`config.mk`:
```
export PLATFORM = sky130hd
export DESIGN_NAME = tempsense_sar_ctrl
export DESIGN_NICKNAME = d
export VERILOG_FILES = /design/src/rtl/tempsense_sar_ctrl.sv
export SDC_FILE = /design/constraint.sdc
export NUM_CORES = 1
export LEC_CHECK = 0
export ABC_AREA = 1
export BUFFER_PORTS_ARGS = -buffer_cell sky130_fd_sc_hd__buf_2
export CORE_UTILIZATION = 40
export CTS_CLUSTER_DIAMETER = 50
export DETAILED_ROUTE_END_ITERATION = 7
export GPL_TIMING_DRIVEN = 0
export PLACE_DENSITY_LB_ADDON = 0.2
export REMOVE_ABC_BUFFERS = 1
export SKIP_LAST_GASP = 1
export SLEW_MARGIN = 20
export SYNTH_ARGS = -nofsm -noshare
export SYNTH_HDL_FRONTEND = slang
export SYNTH_SLANG_ARGS = --single-unit
```
`constraint.sdc`:
```
create_clock -name clk -period 1.8 [get_ports clk]
set_clock_uncertainty 0.05 [all_clocks]
set_input_delay 0.09 -clock clk [delete_from_list [all_inputs] [get_ports clk]]
set_output_delay 0.09 -clock clk [all_outputs]
set_load 0.01 [all_outputs]
```
`src/rtl/tempsense_sar_ctrl.sv`:
```
`default_nettype none
// ============================================================================
//  Module   : tempsense_sar_ctrl
//  Purpose  : Successive-approximation controller for a delay-line
//             temperature sensor. For each bit, MSB first, it precharges
//             the core, releases it, drives a trial DAC code for N_MEAS
//             cycles and then keeps or drops the trial bit depending on
//             the delay-line verdict (i_tempdelay = 0 means the trial
//             code passes).
//  Ports    :
//    clk            in   single clock, rising edge
//    reset          in   synchronous, active-high reset
//    start          in   conversion request, honoured only in IDLE
//    auto_mode      in   restart a conversion straight after DONE
//    i_tempdelay    in   delay-line verdict, used only in EVALUATE
//    o_dac_data     out  [N_VDAC] DAC code to the core
//    o_dac_en       out  DAC enable to the core
//    o_precharge_n  out  active-low precharge to the core
//    result         out  [N_VDAC] last completed conversion value
//    busy           out  high in every state except IDLE
//    done           out  one-cycle pulse in DONE
//  Revision : 1.0  initial release
// ============================================================================
module tempsense_sar_ctrl #(
  parameter int N_VDAC = 6,
  parameter int N_MEAS = 2
) (
  input  logic              clk,
  input  logic              reset,
  input  logic              start,
  input  logic              auto_mode,
  input  logic              i_tempdelay,
  output logic [N_VDAC-1:0] o_dac_data,
  output logic              o_dac_en,
  output logic              o_precharge_n,
  output logic [N_VDAC-1:0] result,
  output logic              busy,
  output logic              done
);

  localparam int IDX_W = (N_VDAC > 1) ? $clog2(N_VDAC) : 1;
  localparam int CNT_W = 4;
  localparam logic [IDX_W-1:0] IDX_MSB  = IDX_W'(N_VDAC - 1);
  localparam logic [CNT_W-1:0] CNT_LAST = CNT_W'(N_MEAS - 1);

  typedef enum logic [2:0] {
    S_IDLE       = 3'd0,
    S_PRECHARGE  = 3'd1,
    S_TRANSITION = 3'd2,
    S_MEASURE    = 3'd3,
    S_EVALUATE   = 3'd4,
    S_DONE       = 3'd5
  } state_t;

  state_t              state, state_next;
  logic [IDX_W-1:0]    bit_idx, bit_idx_next;
  logic [N_VDAC-1:0]   trial, trial_next;
  logic [CNT_W-1:0]    meas_cnt, meas_cnt_next;
  logic [N_VDAC-1:0]   result_next;
  logic [N_VDAC-1:0]   bit_mask;
  logic [N_VDAC-1:0]   trial_eval;

  // One-hot mask of the bit currently under trial.
  assign bit_mask = {{(N_VDAC-1){1'b0}}, 1'b1} << bit_idx;

  always_ff @(posedge clk) begin
    if (reset) begin
      state    <= S_IDLE;
      bit_idx  <= '0;
      trial    <= '0;
      meas_cnt <= '0;
      result   <= '0;
    end else begin
      state    <= state_next;
      bit_idx  <= bit_idx_next;
      trial    <= trial_next;
      meas_cnt <= meas_cnt_next;
      result   <= result_next;
    end
  end

  // Next-state logic and output decode. Outputs depend only on registered
  // state; i_tempdelay feeds nothing but the trial/result next values.
  always_comb begin
    state_next    = state;
    bit_idx_next  = bit_idx;
    trial_next    = trial;
    meas_cnt_next = meas_cnt;
    result_next   = result;
    trial_eval    = i_tempdelay ? trial : (trial | bit_mask);
    o_dac_en      = 1'b0;
    o_dac_data    = '1;
    o_precharge_n = 1'b0;
    busy          = 1'b1;
    done          = 1'b0;

    case (state)
      S_IDLE: begin
        busy = 1'b0;
        if (start) begin
          state_next   = S_PRECHARGE;
          bit_idx_next = IDX_MSB;
          trial_next   = '0;
        end
      end

      S_PRECHARGE: begin
        o_dac_en   = 1'b1;
        state_next = S_TRANSITION;
      end

      S_TRANSITION: begin
        o_dac_en      = 1'b1;
        o_dac_data    = '0;
        o_precharge_n = 1'b1;
        meas_cnt_next = '0;
        state_next    = S_MEASURE;
      end

      S_MEASURE: begin
        o_dac_en      = 1'b1;
        o_precharge_n = 1'b1;
        o_dac_data    = trial | bit_mask;
        if (meas_cnt == CNT_LAST) begin
          state_next = S_EVALUATE;
        end else begin
          meas_cnt_next = meas_cnt + 1'b1;
        end
      end

      S_EVALUATE: begin
        o_dac_en      = 1'b1;
        o_precharge_n = 1'b1;
        o_dac_data    = trial | bit_mask;
        trial_next    = trial_eval;
        if (bit_idx == '0) begin
          // Last decision goes straight into result so it is valid in DONE.
          result_next = trial_eval;
          state_next  = S_DONE;
        end else begin
          bit_idx_next = bit_idx - 1'b1;
          state_next   = S_PRECHARGE;
        end
      end

      S_DONE: begin
        o_dac_en = 1'b1;
        done     = 1'b1;
        if (auto_mode) begin
          state_next   = S_PRECHARGE;
          bit_idx_next = IDX_MSB;
          trial_next   = '0;
        end else begin
          state_next = S_IDLE;
        end
      end

      default: begin
        state_next = S_IDLE;
      end
    endcase
  end

endmodule
`default_nettype wire

```
[Word-level counts from Yosys, hierarchy flattened]
Index checks and enable logic that the tools add are counted.
W data, S select, Z words.
Storage, ports and cells
  memory bits (read-only): 0
  register bits: 22
  output and inout port bits: 16
  bits of input ports: 5
  word-level logic and storage cells: 52
  bits in writable memories: 0
  latch bits: 0
  memories kept: 0
Operators by class
  equal/unequal tests: 11
  bitwise operators: 1
  add/subtract/negate cells: 2
  multiplexer cells: 20
  order comparisons: 0
  shifts and indexed selects: 1
  div/mod/pow operators: 0
  reduce and logical (&&, ||, !) cells: 12
  $mul: 0
Operators with widths (count)
  $mux W3: 6
  $mux W6: 3
  $pmux W3 S6: 1
  $pmux W6 S3: 1
  $pmux W6 S2: 1
  $ne A2 B2 Y1 const B: 5
  $pmux W3 S3: 1
  $pmux W4 S2: 1
  $eq A3 B2 Y1 const B: 2
  $eq A3 B3 Y1 const B: 2
  $logic_not A3 Y1: 2
  $or A6 B6 Y6: 1
  $reduce_and A2 Y1: 3
  $shl A1 B3 Y6 const A: 1
  $mux W1: 5
  $reduce_or A5 Y1: 1
  $add A4 B1 Y4 const B: 1
  $eq A4 B1 Y1 const B: 1
  $mux W4: 1
  $reduce_and A4 Y1: 1
  $eq A3 B1 Y1 const B: 1
  $reduce_and A3 Y1: 1
  $reduce_bool A3 Y1: 1
  $reduce_or A3 Y1: 1
  3 further kinds: 3

[Logic depth before layout (Yosys ltp)]
Gate-level depths: netlist of run 1.
  depth in word-level cells: 4
  gate-level depth with buffers: 8
  mapped depth without buffers: 8

[Worst setup path after synthesis of run 1]
OpenSTA, ideal clock, no wires.
  path type: register to register
  start point: register bit_idx[0]
  end point: register bit_idx[1]
  stages on the path, launching flop included: 8
  setup slack: 538 ps
  library setup time: 128 ps
  data required time: 1622 ps
  period minus slack after synthesis: 1262 ps
  arrival time: 1085 ps
  path buffers: 0
  cells stage by stage: dfxtp_1 inv_1 ha_1 nand4_2 nand3_1 nand2_1 nand2_1 nor2_1
Between the ends
  cells in the longest elaborated chain, start to end: 3
  elaborated cells on any way between the ends: 6
  those cells by class: 1 x add/sub; 1 x eq/ne; 2 x mux; 2 x reduce/logical
Ends and longest elaborated chain
  from (decl): RTL line 56  | logic [IDX_W-1:0] bit_idx, bit_idx_next;
  from (signal assigned): RTL line 75  | bit_idx <= bit_idx_next;
  $sub A3 B1 Y3 / $logic_not A3 Y1 (equally long branches): RTL line 141, 136
  $mux W3 / $ne A2 B2 Y1 (equally long branches)
  $pmux W3 S3 / $reduce_and A4 Y1 (equally long branches)
Several ways; a longest one is shown, not always the timed one. The select of a mux whose other input is x is not followed.
A chain may end at the register's enable or synchronous reset.

[Final worst setup path of run 1]
  start point: register bit_idx[0]
  end point: output o_dac_data[0]
Between the ends
  cells in the longest elaborated chain, start to end: 3
Ends and longest elaborated chain
  $shl A1 B3 Y6: RTL line 64  | assign bit_mask = {{(N_VDAC-1){1'b0}}, 1'b1} << bit_idx;
  $or A6 B6 Y6: RTL line 123, 134
  $pmux W6 S2: RTL line 97  | case (state)
  to (decl): RTL line 33  | output logic [N_VDAC-1:0] o_dac_data,
No other way between the ends.

==> key figures, run 1 <==
Setup path
  • RR Startpoint: bit_idx[0]
  • Reg2reg path depth: 7
  • Crit Path Category: flop to output port
  • Crit. End Element: output port
  • Max Fanout on Critical Path: 5
  • Critical path arrival: 1580 ps
  • Crit path required time: 1660 ps
  • Worst r2r dst: bit_idx[1]
  • R2R Setup Slk: 220 ps
  • Setup crit start kind: flop

Finish
  • ANT cells: 0
  • Share of layout cells above drive strength 1: 23.1%
  • Register Area: 444 µm²
  • # nets final: 214
  • Layout area overhead: 12.5%
  • Multi-input logic area: 704 µm²
  • Fin util: 49.0%
  • FILL cells: 283

Outcome
  • Status: finished, violations left
  • Failing checks: DRC

Timing
  • Relative slew slack: 79.7%
  • Min cycle time layout: 1720 ps
  • RSZ-0062 raised after global routing: yes
  • Maximum clock frequency: 0.581 GHz
  • Final setup TNS: 0 ps
  • Worst-margin pin slew: 304 ps
  • Tcrit/Tclk final: 95.7%
  • Final setup vio count: 0
  • Final Worst Setup Slack: 77.4 ps
  • Final Hold Viols: 0
  • Max-slew violations: 0

Die
  • Core Area: 2830 µm²
  • Row count: 19
  • Initial Util: 43.5%
  • Width of the chip: 57.5 µm
  • DIE AREA: 3300 µm²
  • Die Height: 57.5 µm
  • Top-Level Pins: 21

Pwr
  • PD cells: 1450 nW/µm²
  • Max VDD drop: 0.462 mV
  • LEAKAGE: 0.632 nW

Global routing
  • Initial antenna violation count: 0
  • Number of global-route vias before repair: 1006
  • Grt total ovfl: 0
  • Largest net degree at the start of global routing: 17
  • GRT met2 Usage: 28.9%
  • M1 GR Usage: 24.8%
  • First-pass GRT wire length: 4560 µm
  • Most Crowded Layer GR: met2
  • GRT met3 Usage: 2.04%
  • Total GRT Usage: 18.1%

Detailed routing
  • Drc violations: 1
  • Starting DRT DRC Count: 51
  • WL per Instance: 11.7 µm
  • Vias: 1160
  • Routed wire length: 2700 µm
  • Pre-Repair DR Iteration Count: 6
  • Vias per std cell: 5.04
  • Post-route ant nets: 0

Synth
  • Syn avg cell area: 6.88 µm²
  • Cells after synthesis: 179
  • Cell Area, Synth: 1230 µm²
  • Post-synthesis sequential area ratio: 35.8%
  • Yosys cell types: 21
  • Synth Register Bits: 22
  • Ys Warns: 0

Clocking
  • Max Root-Sink Buffers: 2
  • CTS root buffer: clkbuf_4
  • Number of CTS-inserted buffers: 3
  • CTS Sinks: 22
  • Cts hold-fix bufs: 0
  • Skew-Pair Late Insertion Delay: 310 ps
  • H-tree levels: 1
  • CTS tree: yes
  • Clock slew at reported path FFs: 120 ps

Min path
  • Worst hold path type: primary input to flop
  • Min-Delay Endpoint: bit_idx[1]
  • Hold_sp: reset
  • WHS Path Cells: 2

Placed design
  • Port bufs: 20
  • Placement Setup Slack: 271 ps
  • GPL Wtd Cong: 0.744
  • DP HPWL: 1970 µm

Flow run
  • Max cap viols: 0
[synth_stat cells]
cell type	n	area, µm²
a21oi_1	21	105
a21oi_2	1	8.76
buf_4	1	7.51
clkbuf_1	2	7.51
clkinv_1	1	3.75
dfxtp_1	22	440
ha_1	8	100
inv_1	12	45.0
inv_2	7	26.3
nand2_1	40	150
nand2_2	4	25.0
nand2_4	2	22.5
nand3_1	8	40.0
nand4_1	1	6.26
nand4_2	1	12.5
nor2_1	30	113
nor2_4	3	33.8
nor3_1	2	10.0
nor3_2	1	10.0
o21ai_1	11	55.1
xor2_1	1	8.76
[cell families (layout without fill, tap and decap cells)]
group,Yosys count,in the layout,synth area share [%]
flip-flops,22,22,35.8
buffers and inverters,23,43,7.32
XOR/XNOR,1,1,0.712
adder cells (fa/ha/maj),8,8,8.13
AO/OA/AOI/OAI,33,33,13.7
AND/OR/NAND/NOR,92,92,34.3
[layer usage]
metal | wire, µm | part of all wire (%) | up-vias
met5 | 0 | 0 | -
met4 | 40 | 1.5 | 0
met3 | 125 | 4.6 | 5
met2 | 1250 | 46 | 25
met1 | 1280 | 48 | 523
li1 | - | - | 607
[worst max-delay path, stage by stage (launching register included)]
cell and delay (ps):
dfxtp_1 380, inv_1 120, ha_1 300, a21oi_1 220, o21ai_1 110, buf_2 140
[metrics by stage]
step / instance area [µm²] / std cells / power [mW] / hold slack [ps]
after global routing: 1390 / 230 / 2.18 / 97.3
final: 1390 / 230 / 2.00 / 79.1
after global placement: 1360 / 227 / 1.74 / 400
after CTS: 1380 / 230 / 2.00 / 76.7
after floorplan: 1220 / 176 / 1.46 / 109
after detailed placement: 1360 / 227 / 1.76 / 407
[where the power goes]
part	total, mW	switching (mW)	internal (mW)
Clock	0.231	0.152	0.0783
Combinational	1.09	0.704	0.386
Sequential	0.682	0.111	0.571
[how the worst max path moves through the flow]
stage | slack (ps) | cells after the start | end | start
3_5_place_dp | 270 | 7 | bit_idx[1] | bit_idx[0]
6_report | 80 | 5 | o_dac_data[0] | bit_idx[0]
5_1_grt | -20 | 5 | o_dac_data[0] | bit_idx[0]
2_1_floorplan | 540 | 7 | bit_idx[1] | state[2]
3_3_place_gp | 290 | 7 | bit_idx[1] | bit_idx[0]
4_1_cts | 4 | 6 | o_dac_data[0] | state[2]
[layout by cell type, fill, tap and decap left out, types with 4 or more instances in the layout]
| master | netlist | routed |
|---|---|---|
| a21oi_1 | 21 | 20 |
| buf_2 | 0 | 20 |
| dfxtp_1 | 22 | 19 |
| ha_1 | 8 | 8 |
| inv_1 | 12 | 12 |
| inv_2 | 7 | 7 |
| nand2_1 | 40 | 40 |
| nand2_2 | 4 | 4 |
| nand3_1 | 8 | 8 |
| nor2_1 | 30 | 30 |
| o21ai_1 | 11 | 11 |
[registers in the layout, indices dropped and copies added (netlist names)]
name,count
bit_idx,3
meas_cnt,4
result,6
state,3
trial,6
[timing repair]
item / in CTS / in global routing
endpoints found under the hold margin: 0 / 0
endpoints found under the setup margin: 0 / 7
setup buffers: 0 / 0
gates resized for setup: 0 / 4
[area by class of cell]
type                       count  area share, %
multi-input combinational    134           50.9
sequential                    22           32.1
timing repair buffer          20           7.23
inverter                      20           5.42
tap                           31           2.80
clock buffer                   3           1.63
Power figures use the tool's default switching activity.
==> inputs of run 2 (changes only) <==
--- a/config.mk
+++ b/config.mk
@@ -5,7 +5,6 @@
 export SDC_FILE = /design/constraint.sdc
 export NUM_CORES = 1
 export LEC_CHECK = 0
-export ABC_AREA = 1
 export BUFFER_PORTS_ARGS = -buffer_cell sky130_fd_sc_hd__buf_2
 export CORE_UTILIZATION = 40
 export CTS_CLUSTER_DIAMETER = 50
@@ -14,7 +13,7 @@
 export PLACE_DENSITY_LB_ADDON = 0.2
 export REMOVE_ABC_BUFFERS = 1
 export SKIP_LAST_GASP = 1
-export SLEW_MARGIN = 20
+export SLEW_MARGIN = 5
 export SYNTH_ARGS = -nofsm -noshare
 export SYNTH_HDL_FRONTEND = slang
 export SYNTH_SLANG_ARGS = --single-unit
==> key figures, run 2 <==
Outcome
  • Status: complete, no violations

Finish
  • Most frequent cells in the layout: a21oi_1 (27), buf_2 (20), dfxtp_1 (17), inv_1 (8), o21ai_0 (8)
  • Layout area overhead: 16.2%
  • FILL cells: 303
  • Multi-input logic area: 851 µm²
  • ANT cells: 0
  • Commonest non-fill, non-tap cell in the layout: a21oi_1
  • Largest registers: result: 6 flops, trial: 6 flops, meas_cnt: 4 flops
  • Register Area: 454 µm²
  • # nets final: 194
  • Share of layout cells above drive strength 1: 27.2%
  • Fin util: 50.6%
  • Design Area, Final: 1590 µm²

Detailed routing
  • Vias: 1293
  • WL per Instance: 14.7 µm
  • Drc violations: 0
  • Post-route ant nets: 0
  • Routed wire length: 3290 µm
  • Vias per std cell: 5.77
  • Pre-Repair DR Iteration Count: 4
  • Metal2 WL: 1450 µm
  • Starting DRT DRC Count: 83
  • WL met1: 1630 µm
  • Highest Signal Layer: met4
  • Met3 WL: 183 µm

Die
  • Initial Util: 43.5%
  • DIE AREA: 3670 µm²
  • Top-Level Pins: 21
  • Die Height: 60.6 µm
  • Core Area: 3150 µm²
  • Width of the chip: 60.6 µm
  • Row count: 20

Timing
  • Min cycle time layout: 1720 ps
  • Tcrit/Tclk final: 95.4%
  • Final Worst Setup Slack: 82.3 ps
  • Final Hold Viols: 0
  • Max-slew violations: 0
  • RSZ-0062 raised after global routing: no
  • Worst-margin pin slew: 503 ps
  • Final setup vio count: 0
  • Relative slew slack: 66.5%
  • Maximum clock frequency: 0.582 GHz

Min path
  • Worst hold path type: primary input to flop

Synth
  • Count leader, synth: a21oi_1
  • Largest area contributor in the netlist: dfxtp_1
  • Synth async-reset ratio: 0%
  • Cell Area, Synth: 1370 µm²
  • Top cells by area, synth: dfxtp_1 (32%), a21oi_1 (9.9%), ha_1 (7.3%), nand2b_1 (3.2%), o21ai_0 (2.9%)
  • Post-synthesis sequential area ratio: 32.1%
  • Main synth FF type: dfxtp_1
  • Top cell type's share of synthesized area: 32.1%
  • Yosys cell types: 47
  • Post-synth EDFFs: 0
  • Ys Warns: 0
  • Syn avg cell area: 8.52 µm²
  • Synth Register Bits: 22
  • Commonest cells post-synth: a21oi_1 (27), dfxtp_1 (22)
  • Cells after synthesis: 161

Clocking
  • CTS tree: yes
  • CTS Sinks: 22
  • Skew-Pair Late Insertion Delay: 320 ps
  • Clock slew at reported path FFs: 140 ps
  • CTS root buffer: clkbuf_4
  • H-tree levels: 1
  • Max Root-Sink Buffers: 2
  • Number of CTS-inserted buffers: 3

Setup path
  • CP Cell Sequence: or3b_4 > nand2_2 > a31oi_1 > buf_2
  • Slowest stage cell, crit path: dfxtp_4
  • Crit. End Element: output port
  • Crit-path max cell delay: 420 ps
  • Critical path arrival: 1580 ps
  • Crit path required time: 1660 ps
  • R2R Setup Slk: 110 ps
  • Setup crit start kind: flop
  • Max Fanout on Critical Path: 10
  • Crit Path Category: flop to output port

Global routing
  • Initial antenna violation count: 0
  • Total GRT Usage: 18.6%
  • Grt total ovfl: 0
  • Largest net degree at the start of global routing: 29
  • Number of global-route vias before repair: 1134
  • First-pass GRT wire length: 5150 µm

Flow run
  • Max cap viols: 0

Pwr
  • LEAKAGE: 0.607 nW
  • Max VDD drop: 0.354 mV
  • Total power: 1.13 mW
  • PD cells: 708 nW/µm²

Placed design
  • Port bufs: 20
  • Placement Setup Slack: -269 ps
  • DP HPWL: 2210 µm
  • Area of placed instances: 1460 µm²
  • GPL Wtd Cong: 0.782
==> run 2: critical path: cells and delay by family, from the launching register on <==
kind,cells,cell delay (ps)
compound gates,1,110
flops,1,420
simple gates,2,580
buf+inv,1,150
==> run 2: path summary, 6_finish.rpt <==
check | startpoint | end | cells after the start
worst max-delay path | state[2] | o_dac_data[0] | 4
worst min-delay path | auto_mode | trial[2] | 4
worst max register to register | bit_idx[0] | bit_idx[1] | 5
worst min register to register | result[4] | result[4] | 2
==> run 2: layer usage <==
metal  global-route usage (%)  up-vias
li1                         -      643
met1                     27.2      603
met2                     28.3       43
met3                     1.92        4
met4                     6.49        0
met5                        0        -
==> run 2: kinds of logic (layout without fill, tap and decap cells) <==
logic type / after synthesis / count (layout) / share of synthesized area [%]
AO/OA/AOI/OAI: 60 / 60 / 28.9
AND/OR/NAND/NOR: 50 / 50 / 23.6
flip-flops: 22 / 22 / 32.1
buffers and inverters: 20 / 39 / 7.21
adder cells (fa/ha/maj): 8 / 8 / 7.30
multiplexers: 1 / 1 / 0.821
==> run 2: area by class of cell <==
cell class                 instances  share of cell area (%)
clock inverter                     1                    1.88
inverter                           9                    2.12
clock buffer                       3                    1.41
timing repair buffer              26                    9.26
tap                               44                    3.45
multi-input combinational        119                    53.4
sequential                        22                    28.5
==> run 2: stage by stage <==
step                      hold slack (ps)  TNS (ps)  cells
after global placement                329     -1650    214
after detailed placement              327     -1950    214
after floorplan                       105         0    150
after global routing                  130         0    224
final                                 113         0    224
after CTS                             110         0    219
==> run 2: where the power goes <==
| group | internal (mW) | switching [mW] | total (mW) |
|---|---|---|---|
| registers | 0.497 | 0.0282 | 0.525 |
| logic | 0.0892 | 0.124 | 0.213 |
| clock network | 0.225 | 0.165 | 0.390 |
==> run 2: repair_timing <==
action | 4_1_cts | 5_1_grt
pin swaps | 0 | 0
resized for setup | 11 | 3
endpoints found under the setup margin | 13 | 7
hold endpoints to repair | 1 | 0
setup buffers | 0 | 5
hold buffers | 1 | 0
==> inputs of run 3 (changes only) <==
--- a/config.mk
+++ b/config.mk
@@ -5,7 +5,7 @@
 export SDC_FILE = /design/constraint.sdc
 export NUM_CORES = 1
 export LEC_CHECK = 0
-export BUFFER_PORTS_ARGS = -buffer_cell sky130_fd_sc_hd__buf_2
+export BUFFER_PORTS_ARGS = -buffer_cell sky130_fd_sc_hd__clkbuf_2
 export CORE_UTILIZATION = 40
 export CTS_CLUSTER_DIAMETER = 50
 export DETAILED_ROUTE_END_ITERATION = 7
==> key figures, run 3 (same netlist as run 2, synthesis figures left out) <==
Die
  • DIE AREA: 3670 µm²
  • Width of the chip: 60.6 µm
  • Row count: 20
  • Core Area: 3150 µm²
  • Top-Level Pins: 21
  • Initial Util: 43.5%
  • Die Height: 60.6 µm

Setup path
  • CP Buf/Inv Count: 1
  • CP Depth: 4
  • Crit-path max cell delay: 450 ps
  • R2R Setup Slk: 120 ps
  • Reg2reg path depth: 5
  • Crit Path Category: flop to output port
  • Setup crit start kind: flop
  • Slowest stage cell, crit path: or3b_4
  • Top delay family on crit path: simple AND/OR/NAND/NOR gates
  • Crit path required time: 1660 ps
  • Max Fanout on Critical Path: 21
  • Critical path arrival: 1580 ps
  • Crit. End Element: output port
  • CP Cell Sequence: or3b_4 > nand2_4 > a31oi_1 > clkbuf_2

Finish
  • Largest registers: result: 6 flops, trial: 6 flops, meas_cnt: 4 flops
  • Commonest non-fill, non-tap cell in the layout: a21oi_1
  • Share of layout cells above drive strength 1: 24.6%
  • Layout Cells excl Fill: 219
  • # nets final: 189
  • Most frequent cells in the layout: a21oi_1 (27), clkbuf_2 (20), dfxtp_1 (18), inv_1 (8), o21ai_0 (8)
  • Fin util: 49.1%
  • Layout area overhead: 13.0%
  • ANT cells: 0

Placed design
  • Post-Place Cells: 214
  • DP HPWL: 2200 µm
  • Port bufs: 20
  • GPL Wtd Cong: 0.770

Detailed routing
  • WL per Instance: 14.2 µm
  • Routed wire length: 3120 µm
  • Post-route ant nets: 0
  • Pre-Repair DR Iteration Count: 5
  • Vias per std cell: 5.68
  • Drc violations: 0
  • Vias: 1245
  • Starting DRT DRC Count: 87

Global routing
  • First-pass GRT wire length: 5160 µm
  • Number of global-route vias before repair: 1085
  • Initial antenna violation count: 0
  • Total GRT Usage: 18.6%
  • Grt total ovfl: 0
  • Largest net degree at the start of global routing: 29

Timing
  • Maximum clock frequency: 0.582 GHz
  • Relative slew slack: 62.8%
  • RSZ-0062 raised after global routing: yes
  • Final setup vio count: 0
  • Min cycle time layout: 1720 ps
  • Worst-margin pin slew: 557 ps
  • Tcrit/Tclk final: 95.5%
  • Final Hold Viols: 0
  • Max-slew violations: 0

Clocking
  • CTS tree: yes
  • CTS root buffer: clkbuf_4
  • Clock slew at reported path FFs: 130 ps
  • H-tree levels: 1
  • Max Root-Sink Buffers: 2
  • Number of CTS-inserted buffers: 3
  • Skew-Pair Late Insertion Delay: 310 ps
  • CTS Sinks: 22

Pwr
  • Logic pwr share: 19.6%
  • Net Switching: 0.306 mW
  • Max VDD drop: 0.500 mV
  • Power Internal: 0.706 mW
  • Clock share of power: 27.6%
  • LEAKAGE: 0.573 nW
  • Flop pwr share: 52.9%
  • Switching Fraction: 30.2%
  • PD cells: 653 nW/µm²
  • Total power: 1.01 mW

Outcome
  • Status: complete, no violations

Flow run
  • Max cap viols: 0

Min path
  • WHS Path Cells: 4
  • Worst hold path type: primary input to flop
==> run 3: tightest hold or removal path: cells and delay by family <==
kind	cells	cell delay (ps)
and+or+nand+nor	1	80
AOI/OAI and AO/OA	2	170
buffers and inverters	1	90
==> run 3: metal layers <==
metal	up-vias	wire length [µm]	global-route usage [%]
met5	-	0	0
met4	0	19	4.55
met3	2	124	3.84
met2	24	1430	28.6
met1	593	1550	26.8
li1	626	-	-
==> run 3: worst paths after layout <==
| kind | from | to |
|---|---|---|
| setup reg to reg | bit_idx[0] | bit_idx[1] |
| setup / recovery | state[0] | o_dac_data[0] |
| hold reg to reg | result[4] | result[4] |
| hold / removal | auto_mode | trial[2] |
==> run 3: metrics by stage <==
step,hold slack [ps],instance area (µm²),TNS (ps),setup slack (ps)
detailed placement,346,1460,-2260,-282
global route,137,1550,-21.0,-21.0
floorplan,105,1310,0,28.0
CTS,107,1530,-4.95,-4.95
finish,111,1550,0,81.4
global placement,338,1460,-1620,-225
==> run 3: layout make-up <==
type | instances | area [µm²]
fillers | 328 | 1600
multi-input cells | 119 | 861
flip-flops and latches | 22 | 453
repair buffers | 21 | 110
well taps | 44 | 55.1
clock buffers | 4 | 36.3
inverters | 9 | 33.8
==> run 3: power by group through the flow <==
stage	Sequential [mW]	Combinational (mW)	Clock (mW)
5_1_grt	0.540	0.220	0.296
3_5_place_dp	0.544	0.190	0
6_report	0.535	0.198	0.279
3_3_place_gp	0.543	0.188	0
4_1_cts	0.533	0.196	0.284
2_1_floorplan	0.534	0.127	0
==> run 3: timing repair <==
action	CTS	global route
hold endpoints to repair	1	0
buffers inserted	0	0
gates resized for setup	11	4
pin swaps	0	0
hold buffers	1	0
endpoints found under the setup margin	14	9
